File: config.mk
export PLATFORM = sky130hd
export DESIGN_NAME = tx_8b10b
export DESIGN_NICKNAME = d
export VERILOG_FILES = /design/src/rtl/tx8b10b_pkg.sv /design/src/rtl/enc_8b10b.sv /design/src/rtl/tx_8b10b.sv
export SDC_FILE = /design/constraint.sdc
export NUM_CORES = 1
export LEC_CHECK = 0
export BUFFER_PORTS_ARGS = -buffer_cell sky130_fd_sc_hd__buf_2
export CAP_MARGIN = 0
export CELL_PAD_IN_SITES_DETAIL_PLACEMENT = 1
export CELL_PAD_IN_SITES_GLOBAL_PLACEMENT = 1
export CORE_ASPECT_RATIO = 1.1
export CORE_UTILIZATION = 58
export DETAILED_ROUTE_END_ITERATION = 10
export PLACE_DENSITY = 0.83
export SYNTH_ARGS = -nofsm -noshare
export SYNTH_HDL_FRONTEND = slang
export SYNTH_SLANG_ARGS = --single-unit
File: constraint.sdc
create_clock -name clk -period 17.22 [get_ports clk]
set_input_delay 3.444 -clock clk [delete_from_list [all_inputs] [get_ports clk]]
set_output_delay 3.444 -clock clk [all_outputs]
set_load 0.02 [all_outputs]
File: src/rtl/tx8b10b_pkg.sv
// Shared 8b/10b definitions: code tables, K28.5 fill words, running-disparity type.
// Tables hold the RD- form of each sub-block; the mask bit says whether RD+ uses the complement.
package tx8b10b_pkg;

  typedef enum logic {
    RD_NEG = 1'b0,
    RD_POS = 1'b1
  } rd_t;

  localparam logic [9:0] K28_5_NEG = 10'b0011111010;
  localparam logic [9:0] K28_5_POS = 10'b1100000101;

  // abcdei for D.0 .. D.31, RD- column
  localparam logic [5:0] ENC6_NEG [0:31] = '{
    6'b100111, 6'b011101, 6'b101101, 6'b110001,
    6'b110101, 6'b101001, 6'b011001, 6'b111000,
    6'b111001, 6'b100101, 6'b010101, 6'b110100,
    6'b001101, 6'b101100, 6'b011100, 6'b010111,
    6'b011011, 6'b100011, 6'b010011, 6'b110010,
    6'b001011, 6'b101010, 6'b011010, 6'b111010,
    6'b110011, 6'b100110, 6'b010110, 6'b110110,
    6'b001110, 6'b101110, 6'b011110, 6'b101011
  };
  // set for D.0,1,2,4,7,8,15,16,23,24,27,29,30,31
  localparam logic [31:0] INV6_MASK = 32'hE981_8197;

  // fghj for D.x.0 .. D.x.P7, RD- column
  localparam logic [3:0] ENC4_NEG [0:7] = '{
    4'b1011, 4'b1001, 4'b0101, 4'b1100,
    4'b1101, 4'b1010, 4'b0110, 4'b1110
  };
  localparam logic [3:0] ENC4_A7_NEG = 4'b0111;
  // set for D.x.0, D.x.3, D.x.4, D.x.7
  localparam logic [7:0] INV4_MASK = 8'h99;

  function automatic rd_t rd_flip(input rd_t rd);
    return (rd == RD_NEG) ? RD_POS : RD_NEG;
  endfunction

  // Ones minus zeros over a 10-bit word.
  function automatic int word_disparity(input logic [9:0] w);
    return 2 * $countones(w) - 10;
  endfunction

endpackage

File: src/rtl/enc_8b10b.sv
// Combinational 8b/10b data-character encoder (D.x.y only).
// RD is chained from the 5b/6b block into the 3b/4b block.
module enc_8b10b
  import tx8b10b_pkg::*;
(
  input  logic [7:0] data,
  input  rd_t        rdIn,
  output logic [9:0] word,
  output rd_t        rdOut
);

  logic [4:0] x;
  logic [2:0] y;
  logic [5:0] code6;
  logic [3:0] code4;
  rd_t        rdMid;
  logic       alt7;

  assign x = data[4:0];
  assign y = data[7:5];

  always_comb begin
    code6 = ENC6_NEG[x];
    if (rdIn == RD_POS && INV6_MASK[x]) code6 = ~code6;
    rdMid = ($countones(code6) == 3) ? rdIn : rd_flip(rdIn);

    // A7 avoids a run of five identical bits across the sub-block boundary
    alt7 = (y == 3'd7) &&
           (((rdMid == RD_NEG) && (x inside {5'd17, 5'd18, 5'd20})) ||
            ((rdMid == RD_POS) && (x inside {5'd11, 5'd13, 5'd14})));

    code4 = alt7 ? ENC4_A7_NEG : ENC4_NEG[y];
    if (rdMid == RD_POS && (alt7 || INV4_MASK[y])) code4 = ~code4;
    rdOut = ($countones(code4) == 2) ? rdMid : rd_flip(rdMid);

    word = {code6, code4};
  end

endmodule

File: src/rtl/tx_8b10b.sv
// Byte FIFO -> 8b/10b encoder -> 10-bit serializer, one bit per enabled clock, K28.5 fill when idle.
// Define TX8B10B_ASSERT_EN for simulation-only protocol and disparity checks.
module tx_8b10b
  import tx8b10b_pkg::*;
#(
  parameter logic [9:0] FILL_WORD_RD0  = K28_5_NEG,
  parameter logic [9:0] FILL_WORD_RD1  = K28_5_POS,
  parameter logic       FILL_WORD_FLIP = 1'b1,
  parameter int         LOG2_DEPTH     = 4
)
(
  input  logic       clk,
  input  logic       rst,
  input  logic       en,
  input  logic [7:0] dataIn,
  input  logic       writeStrobe,
  output logic       dataPresent,
  output logic       halfFull,
  output logic       full,
  output logic       tx
);

  localparam int DEPTH = 2 ** LOG2_DEPTH;
  localparam logic [LOG2_DEPTH:0] DEPTH_CNT = (LOG2_DEPTH + 1)'(DEPTH);
  localparam logic [LOG2_DEPTH:0] HALF_CNT  = (LOG2_DEPTH + 1)'(DEPTH / 2);

  logic [7:0]            mem [DEPTH];
  logic [LOG2_DEPTH-1:0] wrPtr;
  logic [LOG2_DEPTH-1:0] rdPtr;
  logic [LOG2_DEPTH:0]   count;
  logic [LOG2_DEPTH:0]   countNext;
  logic                  push;
  logic                  pop;
  logic                  load;

  logic [3:0] bitCnt;
  logic [9:0] shiftReg;
  rd_t        rd;
  rd_t        rdNext;
  rd_t        encRd;
  logic [9:0] encWord;
  logic [9:0] loadWord;

  assign load = en && (bitCnt == 4'd0);
  assign push = writeStrobe && !full;
  assign pop  = load && (count != '0);

  always_comb begin
    countNext = count;
    if (push && !pop)      countNext = count + 1'b1;
    else if (pop && !push) countNext = count - 1'b1;
  end

  always_ff @(posedge clk) begin
    if (push) mem[wrPtr] <= dataIn;
  end

  // Flags are registered from the next count so they track count exactly.
  always_ff @(posedge clk or posedge rst) begin
    if (rst) begin
      wrPtr       <= '0;
      rdPtr       <= '0;
      count       <= '0;
      dataPresent <= 1'b0;
      halfFull    <= 1'b0;
      full        <= 1'b0;
    end else begin
      if (push) wrPtr <= wrPtr + 1'b1;
      if (pop)  rdPtr <= rdPtr + 1'b1;
      count       <= countNext;
      dataPresent <= (countNext != '0);
      halfFull    <= (countNext >= HALF_CNT);
      full        <= (countNext == DEPTH_CNT);
    end
  end

  enc_8b10b uEnc (
    .data  (mem[rdPtr]),
    .rdIn  (rd),
    .word  (encWord),
    .rdOut (encRd)
  );

  always_comb begin
    loadWord = encWord;
    rdNext   = encRd;
    if (count == '0) begin
      loadWord = (rd == RD_NEG) ? FILL_WORD_RD0 : FILL_WORD_RD1;
      rdNext   = FILL_WORD_FLIP ? rd_flip(rd) : rd;
    end
  end

  // bit[9] goes out on the load edge; the shift register holds the remaining nine.
  always_ff @(posedge clk or posedge rst) begin
    if (rst) begin
      bitCnt   <= 4'd0;
      shiftReg <= '0;
      tx       <= 1'b0;
      rd       <= RD_NEG;
    end else if (en) begin
      if (bitCnt == 4'd0) begin
        tx       <= loadWord[9];
        shiftReg <= {loadWord[8:0], 1'b0};
        rd       <= rdNext;
        bitCnt   <= 4'd1;
      end else begin
        tx       <= shiftReg[9];
        shiftReg <= {shiftReg[8:0], 1'b0};
        bitCnt   <= (bitCnt == 4'd9) ? 4'd0 : bitCnt + 4'd1;
      end
    end
  end

`ifdef TX8B10B_ASSERT_EN
  int wordSum;
  int loadDisp;

  assign loadDisp = word_disparity(loadWord);

  always_ff @(posedge clk or posedge rst) begin
    if (rst) begin
      wordSum <= -1;
    end else begin
      if (writeStrobe && full)
        $error("tx_8b10b: writeStrobe while full, byte dropped");
      if (load) begin
        if (!(loadDisp inside {-2, 0, 2}))
          $error("tx_8b10b: word %b has disparity %0d", loadWord, loadDisp);
        if (!((wordSum + loadDisp) inside {-1, 1}))
          $error("tx_8b10b: running sum %0d at word boundary", wordSum + loadDisp);
        wordSum <= wordSum + loadDisp;
      end
    end
  end
`endif

endmodule

# After elaboration in Yosys (flattened, before gate mapping)

Memories as Yosys holds them, arrays and structs flattened.
Index checks and enable logic that the tools add are counted.

Register bits: 32
Latch bits: 0
RAM bits: 128
Memory bits (read-only): 264
Input bits: 12
Output and inout bits: 4
Logic and storage cells: 95
Memories kept: 5

$add $sub $neg: 13
Multipliers: 0
Divide/modulo/power cells: 0
Order comparisons: 5
Equality and inequality tests: 11
Shift-type cells: 0
Multiplexer cells: 24
Bitwise gates (word level): 5
Reduce and logical (&&, ||, !) cells: 22

Memories:

| name            | words | width | read ports | clocked after Yosys merged registers in | wr ports | line            | source |
|---|---|---|---|---|---|---|---|
| (no name shown) | 32    | 6     | 1          | 0                                       | 0        | enc_8b10b.sv:23 | `code6 = ENC6_NEG[x];` |
| mem             | 16    | 8     | 1          | 0                                       | 1        | tx_8b10b.sv:27  | `logic [7:0] mem [DEPTH];` |
| (no name shown) | 8     | 4     | 1          | 0                                       | 0        | enc_8b10b.sv:32 | `code4 = alt7 ? ENC4_A7_NEG : ENC4_NEG[y];` |
| (no name shown) | 32    | 1     | 1          | 0                                       | 0        | enc_8b10b.sv:24 | `if (rdIn == RD_POS && INV6_MASK[x]) code6 = ~code6;` |
| (no name shown) | 8     | 1     | 1          | 0                                       | 0        | enc_8b10b.sv:33 | `if (rdMid == RD_POS && (alt7 \|\| INV4_MASK[y])) code4 = ~code4;` |

Operators with widths:

| operator                                                          | number |
|---|---|
| adder 32 bit                                                      | 3 |
| == test 32 x 3 -> 1 bit, second input constant                    | 2 |
| two-way mux 10 bit                                                | 3 |
| two-way mux 4 bit                                                 | 6 |
| == test 5 bit, second input constant                              | 4 |
| two-way mux 6 bit                                                 | 3 |
| == test 5 x 4 -> 1 bit, second input constant                     | 3 |
| adder 4 x 1 -> 4 bit, second input constant                       | 3 |
| adder 1 x 1 -> 2 bit                                              | 5 |
| logical AND 1 bit                                                 | 10 |
| two-way mux 1 bit                                                 | 10 |
| two-way mux 5 bit                                                 | 2 |
| nonzero test 5 bit                                                | 2 |
| greater-or-equal comparator 6 bit, second input constant          | 1 |
| less-than comparator 5 x 6 -> 1 bit, second input constant        | 1 |
| NOT 5 -> 6 bit                                                    | 1 |
| NOT 6 bit                                                         | 1 |
| nonzero test 3 bit                                                | 2 |
| adder 5 x 1 -> 5 bit, second input constant                       | 1 |
| greater-or-equal comparator 5 x 4 -> 1 bit, second input constant | 1 |
| logical NOT 5 bit                                                 | 1 |
| subtractor 5 x 1 -> 5 bit, second input constant                  | 1 |
| == test 4 bit, second input constant                              | 1 |
| greater-or-equal comparator 4 bit, second input constant          | 1 |
| 9 further kinds                                                   | 12 |

# Logic depth before layout (Yosys ltp)

Gate-level depths: netlist (run 1).
An unclocked memory read counts as a cell.

Depth in word-level cells: 24
Gate-level depth with buffers: 29

# Modules after synthesis

From an unflattened synthesis (run 1), not the netlist that was laid out.

Cell total of the unflattened synthesis: 488
Area total of the unflattened synthesis: 7551.0 µm²

By module, submodules not included:

| module    | instances | cells an instance | area each (µm²) | seq. area each (µm²) |
|---|---|---|---|---|
| tx_8b10b  | 1         | 369               | 6603.8          | 4619.4 |
| enc_8b10b | 1         | 119               | 947.2           | 0.0 |

# Worst setup path after synthesis (run 1)

OpenSTA, ideal clock, no wires.

Kind: reg-to-reg
Start: register rdPtr[0]
End: register rd
Arrival: 6824 ps
Path slack: 10311 ps
Stages on the path, launching flop included: 28
Clock period less this slack: 6909 ps
Cell sequence: dfrtp_1 -> buf_6 -> buf_2 -> mux4_2 -> mux4_2 -> ha_1 -> or3_1 -> o211ai_2 -> a22oi_4 -> nand2b_4 -> buf_6 -> xor2_2 -> ha_1 -> fa_1 -> ha_1 -> nor4bb_1 -> xor2_1 -> o2111ai_1 -> nor3_1 -> o211ai_1 -> o211ai_1 -> xor2_1 -> ha_1 -> ha_1 -> fa_1 -> nand2_1 -> xor2_1 -> o21ai_0

Cells in the longest elaborated chain, start to end: 24

RTL lines:

| what                                                  | line                             | source |
|---|---|---|
| start: declaration                                    | tx_8b10b.sv:29                   | `logic [LOG2_DEPTH-1:0] rdPtr;` |
| start signal: assignment                              | tx_8b10b.sv:69                   | `if (pop) rdPtr <= rdPtr + 1'b1;` |
| memory (16 x 8 bit) *                                 | n/a                              |  |
| NOT 5 -> 6 bit (implied by the code)                  | enc_8b10b.sv:23                  |  |
| memory (32 x 6 bit)                                   | n/a                              |  |
| two-way mux 6 bit (implied by the code) (2 in series) | enc_8b10b.sv:23                  |  |
| NOT 6 bit                                             | enc_8b10b.sv:24                  |  |
| two-way mux 6 bit                                     | enc_8b10b.sv:24                  |  |
| adder 1 x 1 -> 2 bit (implied by the code)            | enc_8b10b.sv:25                  | `rdMid = ($countones(code6) == 3) ? rdIn : rd_flip(rdIn);` |
| adder 32 bit (implied by the code) (2 in series)      | enc_8b10b.sv:25                  |  |
| [6 not listed]                                        | n/a                              |  |
| two-way mux 4 bit or logical OR 1 bit (tied branches) | enc_8b10b.sv:32, enc_8b10b.sv:33 |  |
| NOT 4 bit or logical AND 1 bit (tied branches)        | enc_8b10b.sv:33                  |  |
| two-way mux 4 bit                                     | enc_8b10b.sv:33                  |  |
| adder 1 x 1 -> 2 bit (implied by the code)            | enc_8b10b.sv:34                  | `rdOut = ($countones(code4) == 2) ? rdMid : rd_flip(rdMid);` |
| adder 32 bit (implied by the code)                    | enc_8b10b.sv:34                  |  |
| == test 32 x 3 -> 1 bit                               | enc_8b10b.sv:34                  |  |
| two-way mux 1 bit *                                   | enc_8b10b.sv:34                  |  |
| two-way mux 1 bit *                                   | tx_8b10b.sv:87                   | `if (count == '0) begin` |
| end signal: assignment                                | tx_8b10b.sv:104                  | `rd <= rdNext;` |
| end: declaration                                      | tx_8b10b.sv:38                   | `rd_t rd;` |

Every way passes the cells marked *; elsewhere a longest branch is shown, timed or not. The select of a mux whose other input is x is not followed.
A chain may end at the register's enable or synchronous reset.

# Worst setup path after layout (run 1)

Same ends and word-level chain as after synthesis.

==> results.md, run 1 <==
* Nets in the synthesized netlist at 529
* Final worst-path cycle share at 44.78%
* Resize count post-CTS at 0
* Number of hold-slack violations in the final timing report at 0
* Diodes inserted at 0
* Detail Placement HPWL at 11150 um
* Number of flops mapped to enable cells by yosys at 128
* Max-capacitance violation count at 0
* Final critical-path required period at 7.712 ns
* Starting utilization of the core area at 59.84%
* Io pins at 16
* Yosys Warn Count at 0
* Global-route wire length before repair at 27750 um
* Number of nets at the end of the flow at 545
* Cell type of the slowest stage on the worst timing path: dfrtp_2
* Maximum level of the CTS H-tree at 4
* Root Buffer: clkbuf_16
* Nature of the critical path startpoint: flop
* DRT antenna net count at 0
* Clock buffers created by TritonCTS at 17
* Combined area of all synthesized cells at 0.007566 sq mm
* Most numerous cell types in the synthesized netlist: edfxtp_1 (128), mux4_2 (36), dfrtp_1 (31), ha_1 (31), nor2_1 (29)
* Reg2reg setup slack at 9.51 ns
* Post-CTS Hold Fix Bufs at 0
* Per-instance average area after synthesis at 15.66 sq um
* Total via count in the routed design at 4390
* Syn-to-layout area delta at 11.18%
* TritonCTS clock tree: done
* Area of the core at 0.01264 sq mm
* Largest clock skew in the final design at 0.01180 ns
* Clock latency on the worst-skew pair at 0.44 ns
* Unrepaired setup endpoints after global routing: false
* Via count of the first global-routing pass at 4702
* Type of the setup path with the least slack: reg -> reg
* Delay of the slowest cell on the worst path at 0.99 ns
* Overall fraction of global-route tracks in use at 29.04%
* Capture point of the worst reg-to-reg path: rd
* Share of post-route cells with drive strength above 1 at 20.31%
* Max clock buf depth at 2
* Type of element capturing the critical path: flop
* Worst-case headroom to the max-slew limit at 20.54%
* Synth area leader: edfxtp_1
* Placed Cells at 637
* Antenna violations before repair at 0
* Setup Slack @ Placement at 9.449 ns
* Maximum number of pins on one net before global-route repair at 33
* Leading cell type by number of instances after synthesis: edfxtp_1
* I/O Buffers at 15
* Post-synth cell types at 64
* Critical R2R Launch: rdPtr[0]
* Top FF cell, synth: edfxtp_1
* Count of TritonRoute iterations in the first routing pass at 7
* Final Worst Setup Slack at 9.508 ns
* Share of flip-flops with an asynchronous set or reset after synthesis at 19.50%
* Data arrival time of the critical path at 8.06 ns
* Portion of synthesized cell area occupied by the leading cell type at 50.80%
* Chip width at 110.9 um
* Capture point of the worst path: rd
* Run status: finished clean
* Number of setup buffers added after CTS at 0
* Library cell appearing most often on the critical path: ha_1
* Final cell count without fillers at 669
* Detailed-route vias per instance at 6.562
* Setup violators final at 0
* Origin of the worst min-delay path: shiftReg[6]
* Number of core rows at 43
* Final routed wirelength across all metal layers at 17900 um
* Highest attainable clock frequency at 129.7 MHz
* Final total negative setup slack at 0 ns
* Length in cells of the worst reg-to-reg path at 26
* Wire length per cell after detailed routing at 26.75 um
* Gate count of the mapped netlist at 483
* Slew at the pin with the worst max-slew slack at 1.187 ns
* Post-route DRC violation count at 0
* Count of clock tree sinks at 159
* CTS clk-pin slew, worst paths at 0.06 ns
* Die area at 0.01351 sq mm
* Y dimension of the die at 121.8 um
* Max-slew violation total from the final report at 0
* Worst path required time at 17.57 ns
* Kind of path behind the tightest hold check: reg -> reg
* Cells taking the most area after synthesis: edfxtp_1 (51%), mux4_2 (11%), dfrtp_1 (10%)
* Largest driver fanout on the critical path at 32
* Drt initial violations at 418
* Final global-route overflow total at 0
* Flip-flop and latch count after synthesis at 159
* Sequential element share of the synthesized area at 61.06%
* Routability Congestion at 0.8483
* CP Launch Point: rdPtr[0]
==> through the flow <==
step                      util (%)  area (sq um)  hold slack, ns
after detailed placement     61.44          7769          0.4952
final                        66.53          8412          0.5026
after global routing         66.53          8412          0.5376
after floorplan                  -          7566          0.4651
after CTS                    66.53          8412          0.5093
after global placement       61.44          7769          0.4857
==> metal layers <==
layer	up-vias	track usage (%)	part of all wire (%)
li1	1905	-	-
met1	2273	34.58	38
met2	158	49.96	53
met3	54	5.871	5.2
met4	0	16.25	4.1
met5	-	0	0
==> critical path: cells and delay by family, from the launching register on <==
family	cells	cell delay (ns)
adder cells (fa/ha/maj)	7	2.16
multiplexers	3	1.30
AO/OA/AOI/OAI	6	1.03
flip-flops	1	0.99
XOR/XNOR	4	0.96
AND/OR/NAND/NOR	5	0.95
buffers and inverters	1	0.21
==> cells in the final DEF, fill, tap and decap left out, types with 11 or more instances in the layout <==
master	synthesis	final
xnor2_1	15	15
nor2_1	29	29
ha_1	31	31
clkbuf_16	0	17
inv_1	20	20
buf_2	5	15
dfrtp_1	31	30
o21ai_0	11	11
edfxtp_1	128	128
nand2_1	25	25
mux4_2	36	36
==> cell type report <==
| class | count | area [sq um] |
|---|---|---|
| clock inverters | 13 | 210.2 |
| flip-flops and latches | 159 | 4621 |
| clock buffers | 19 | 432.9 |
| multi-input cells | 281 | 2764 |
| well taps | 157 | 196.4 |
| fillers | 1076 | 4232 |
| inverters | 20 | 75.07 |
| repair buffers | 20 | 112.6 |
==> worst min path at each step <==
stage | end | slack (ns) | depth (start not counted)
after floorplan | shiftReg[7] | 0.47 | 2
after global placement | shiftReg[7] | 0.49 | 2
after detailed placement | shiftReg[7] | 0.50 | 2
after CTS | shiftReg[7] | 0.51 | 2
after global routing | shiftReg[7] | 0.54 | 2
final | shiftReg[7] | 0.50 | 2
==> flip-flops by register name, indices dropped and copies added, names as in the netlist <==
register and flops:
rd 1, halfFull 1, tx 1, rdPtr 4
wrPtr 4, count 5, mem 128, bitCnt 4
full 1, shiftReg 9, dataPresent 1
==> kinds of logic after synthesis <==
group	after synthesis	synth area share, %
muxes	42	12.34
DFF	159	61.06
adders and majority gates	36	6.185
buffers and inverters	43	2.613
AOI/OAI and AO/OA	71	7.409
xor gates and xnor gates	24	2.977
and+or+nand+nor	108	7.425
Power of run 1 is not shown: default switching activity piles up to over one toggle a cycle in this logic, so the estimate is an artifact.
==> run 2, diff against run 1 <==
CORE_UTILIZATION = 48   (was 58)
PLACE_DENSITY = 0.73   (was 0.83)
clock period = 6.8 ns   (was 17.22 ns; I/O delays follow)
==> results.md, run 2 (synthesized netlist as in run 1, its figures left out) <==
* Antenna violations before repair at 0 (unchanged)
* Slew at the pin with the worst max-slew slack at 1.226 ns (was 1.187 ns)
* Unrepaired setup endpoints after global routing: true (was false)
* Count of TritonRoute iterations in the first routing pass at 4 (was 7)
* Length in cells of the worst reg-to-reg path at 25 (was 26)
* Cell depth of the worst min-delay path at 2 (unchanged)
* Reg2reg setup slack at 0.0001 ns (was 9.51 ns)
* Detail Placement HPWL at 11420 um (was 11150 um)
* Via count of the first global-routing pass at 4675 (was 4702)
* Maximum level of the CTS H-tree at 4 (unchanged)
* Origin of the worst min-delay path: shiftReg[6] (unchanged)
* Routability Congestion at 0.8065 (was 0.8483)
* CTS clk-pin slew, worst paths at 0.06 ns (about the same)
* Syn-to-layout area delta at 17.53% (was 11.18%)
* Setup violators final at 0 (unchanged)
* Type of the setup path with the least slack: reg -> reg (unchanged)
* Worst Hold Path EP: shiftReg[7] (unchanged)
* Largest registers in the final layout: mem x128, shiftReg x9, count x5 (unchanged)
* Kind of path behind the tightest hold check: reg -> reg (unchanged)
* Global-route wire length before repair at 26690 um (was 27750 um)
* Commonest cells after routing, fill and taps aside: edfxtp_1 (128), buf_4 (41), mux4_2 (36) (was edfxtp_1 (128), mux4_2 (36), ha_1 (31))
* Total via count in the routed design at 4367 (was 4390)
* Die area at 0.01627 sq mm (was 0.01351 sq mm)
* Y dimension of the die at 133.7 um (was 121.8 um)
* Final Util at 58.38% (was 66.53%)
* Final Worst Setup Slack at 0.0001381 ns (was 9.508 ns)
* Count of clock tree sinks at 159 (unchanged)
* Type of element capturing the critical path: flop (unchanged)
* Most frequent standard cell in the layout excluding fill and tap cells: edfxtp_1 (unchanged)
* Largest clock skew in the final design at 0.01007 ns (was 0.01180 ns)
* Starting utilization of the core area at 49.68% (was 59.84%)
* Final cell count without fillers at 750 (was 669)
* Final critical-path required period at 6.800 ns (was 7.712 ns)
* Area of the core at 0.01523 sq mm (was 0.01264 sq mm)
* Max-capacitance violation count at 0 (unchanged)
* Max reg flops at 128 (unchanged)
* Clock latency on the worst-skew pair at 0.43 ns (was 0.44 ns)
* Run status: finished clean (unchanged)
* Largest driver fanout on the critical path at 7 (was 32)
* Diodes inserted at 0 (unchanged)
* Post-route DRC violation count at 0 (unchanged)
* Max-slew violation total from the final report at 0 (unchanged)
* Placed Cells at 703 (was 637)
* Max clock buf depth at 2 (unchanged)
* Wire length per cell after detailed routing at 22.88 um (was 26.75 um)
* Number of nets at the end of the flow at 587 (was 545)
* Capture point of the worst reg-to-reg path: rd (unchanged)
* Worst-case headroom to the max-slew limit at 17.97% (was 20.54%)
* DRT antenna net count at 0 (unchanged)
* Share of post-route cells with drive strength above 1 at 30.69% (was 20.31%)
* Data arrival time of the critical path at 7.10 ns (was 8.06 ns)
* Final worst-path cycle share at 100.0% (was 44.78%)
* Worst path required time at 7.10 ns (was 17.57 ns)
* Most flops, register: mem (unchanged)
* Maximum number of pins on one net before global-route repair at 32 (was 33)
* Number of hold-slack violations in the final timing report at 0 (unchanged)
* Critical R2R Launch: rdPtr[0] (unchanged)
* Final global-route overflow total at 0 (unchanged)
* Nature of the critical path startpoint: flop (unchanged)
* Number of filler cells placed in the layout at 1400 (was 1076)
* Setup Slack @ Placement at -0.3194 ns (was 9.449 ns)
* Drt initial violations at 339 (was 418)
* I/O Buffers at 15 (unchanged)
* Overall fraction of global-route tracks in use at 22.96% (was 29.04%)
* Clock buffers created by TritonCTS at 17 (unchanged)
* Root Buffer: clkbuf_16 (unchanged)
* Io pins at 16 (unchanged)
* Number of core rows at 47 (was 43)
* TritonCTS clock tree: done (unchanged)
* Highest attainable clock frequency at 147.1 MHz (was 129.7 MHz)
* Chip width at 121.7 um (was 110.9 um)
* Final routed wirelength across all metal layers at 17160 um (was 17900 um)
* Detailed-route vias per instance at 5.823 (was 6.562)
## run 2: changes by cell type in the layout (fill, tap and decap cells not counted), moves of 3 or more
cell,delta
buf_12,+4
buf_4,+36
bufinv_16,-4
ha_1,-8
ha_2,+5
ha_4,+3
inv_6,+3
o21ai_0,-4
o21ai_1,+4
## run 2: final cells by class
class	count	area, sq um	area share (%)
Sequential cell	159	4623	51.99
Multi-Input combinational cell	281	2902	32.63
Timing Repair Buffer	62	489.2	5.502
Clock buffer	17	425.4	4.784
Tap cell	196	245.2	2.758
Clock inverter	15	132.6	1.491
Inverter	20	75.07	0.8442
## run 2: layer usage
layer	share of wire (%)	track usage, %	vias up
met2	53	39.52	90
met1	41	28.57	2255
met4	1.7	7.956	0
met3	4.2	4.837	24
li1	-	-	1998
met5	0	0	-
## run 2: worst max-delay path by stage
stage          startpoint  end  slack [ns]  cells after the start
2_1_floorplan    rdPtr[0]   rd       0.007                     27
3_3_place_gp     rdPtr[0]   rd        0.06                     24
3_5_place_dp     rdPtr[0]   rd       -0.32                     25
4_1_cts          rdPtr[0]   rd        0.02                     26
5_1_grt          rdPtr[0]   rd       -0.27                     26
6_report         rdPtr[0]   rd      0.0001                     25
## run 2: timing repair
action	in CTS	in global routing
endpoints found under the setup margin	1	1
gates resized for setup	9	26
hold buffers	0	0
pin swaps	9	19
setup buffers	11	4
## run 2: critical path: stages, from the launching register on
cell       delay (ns)
dfrtp_4          0.48
buf_12           0.13
mux4_2           0.51
mux4_2           0.59
ha_2             0.25
mux2i_4          0.20
o221ai_2         0.15
a22oi_4          0.22
nand2b_4         0.23
xor2_2           0.19
ha_2             0.31
fa_2             0.42
ha_4             0.27
nor4bb_4         0.22
xor2_1           0.25
o2111ai_1        0.16
nor3_1           0.22
o211ai_1         0.17
o211ai_1         0.16
xor2_1           0.24
ha_1             0.28
ha_2             0.20
fa_2             0.55
nand2_2          0.06
xor2_1           0.15
o21ai_1          0.07
## run 2: metrics by stage
stage | setup TNS (ns) | area [sq um] | hold WS, ns
finish | 0 | 8892 | 0.5043
global route | -0.2694 | 8892 | 0.5367
CTS | 0 | 8751 | 0.5144
detailed placement | -0.3194 | 8069 | 0.4952
global placement | 0 | 8069 | 0.4912
floorplan | 0 | 7575 | 0.4651
Power of run 2 is left out for the same reason.
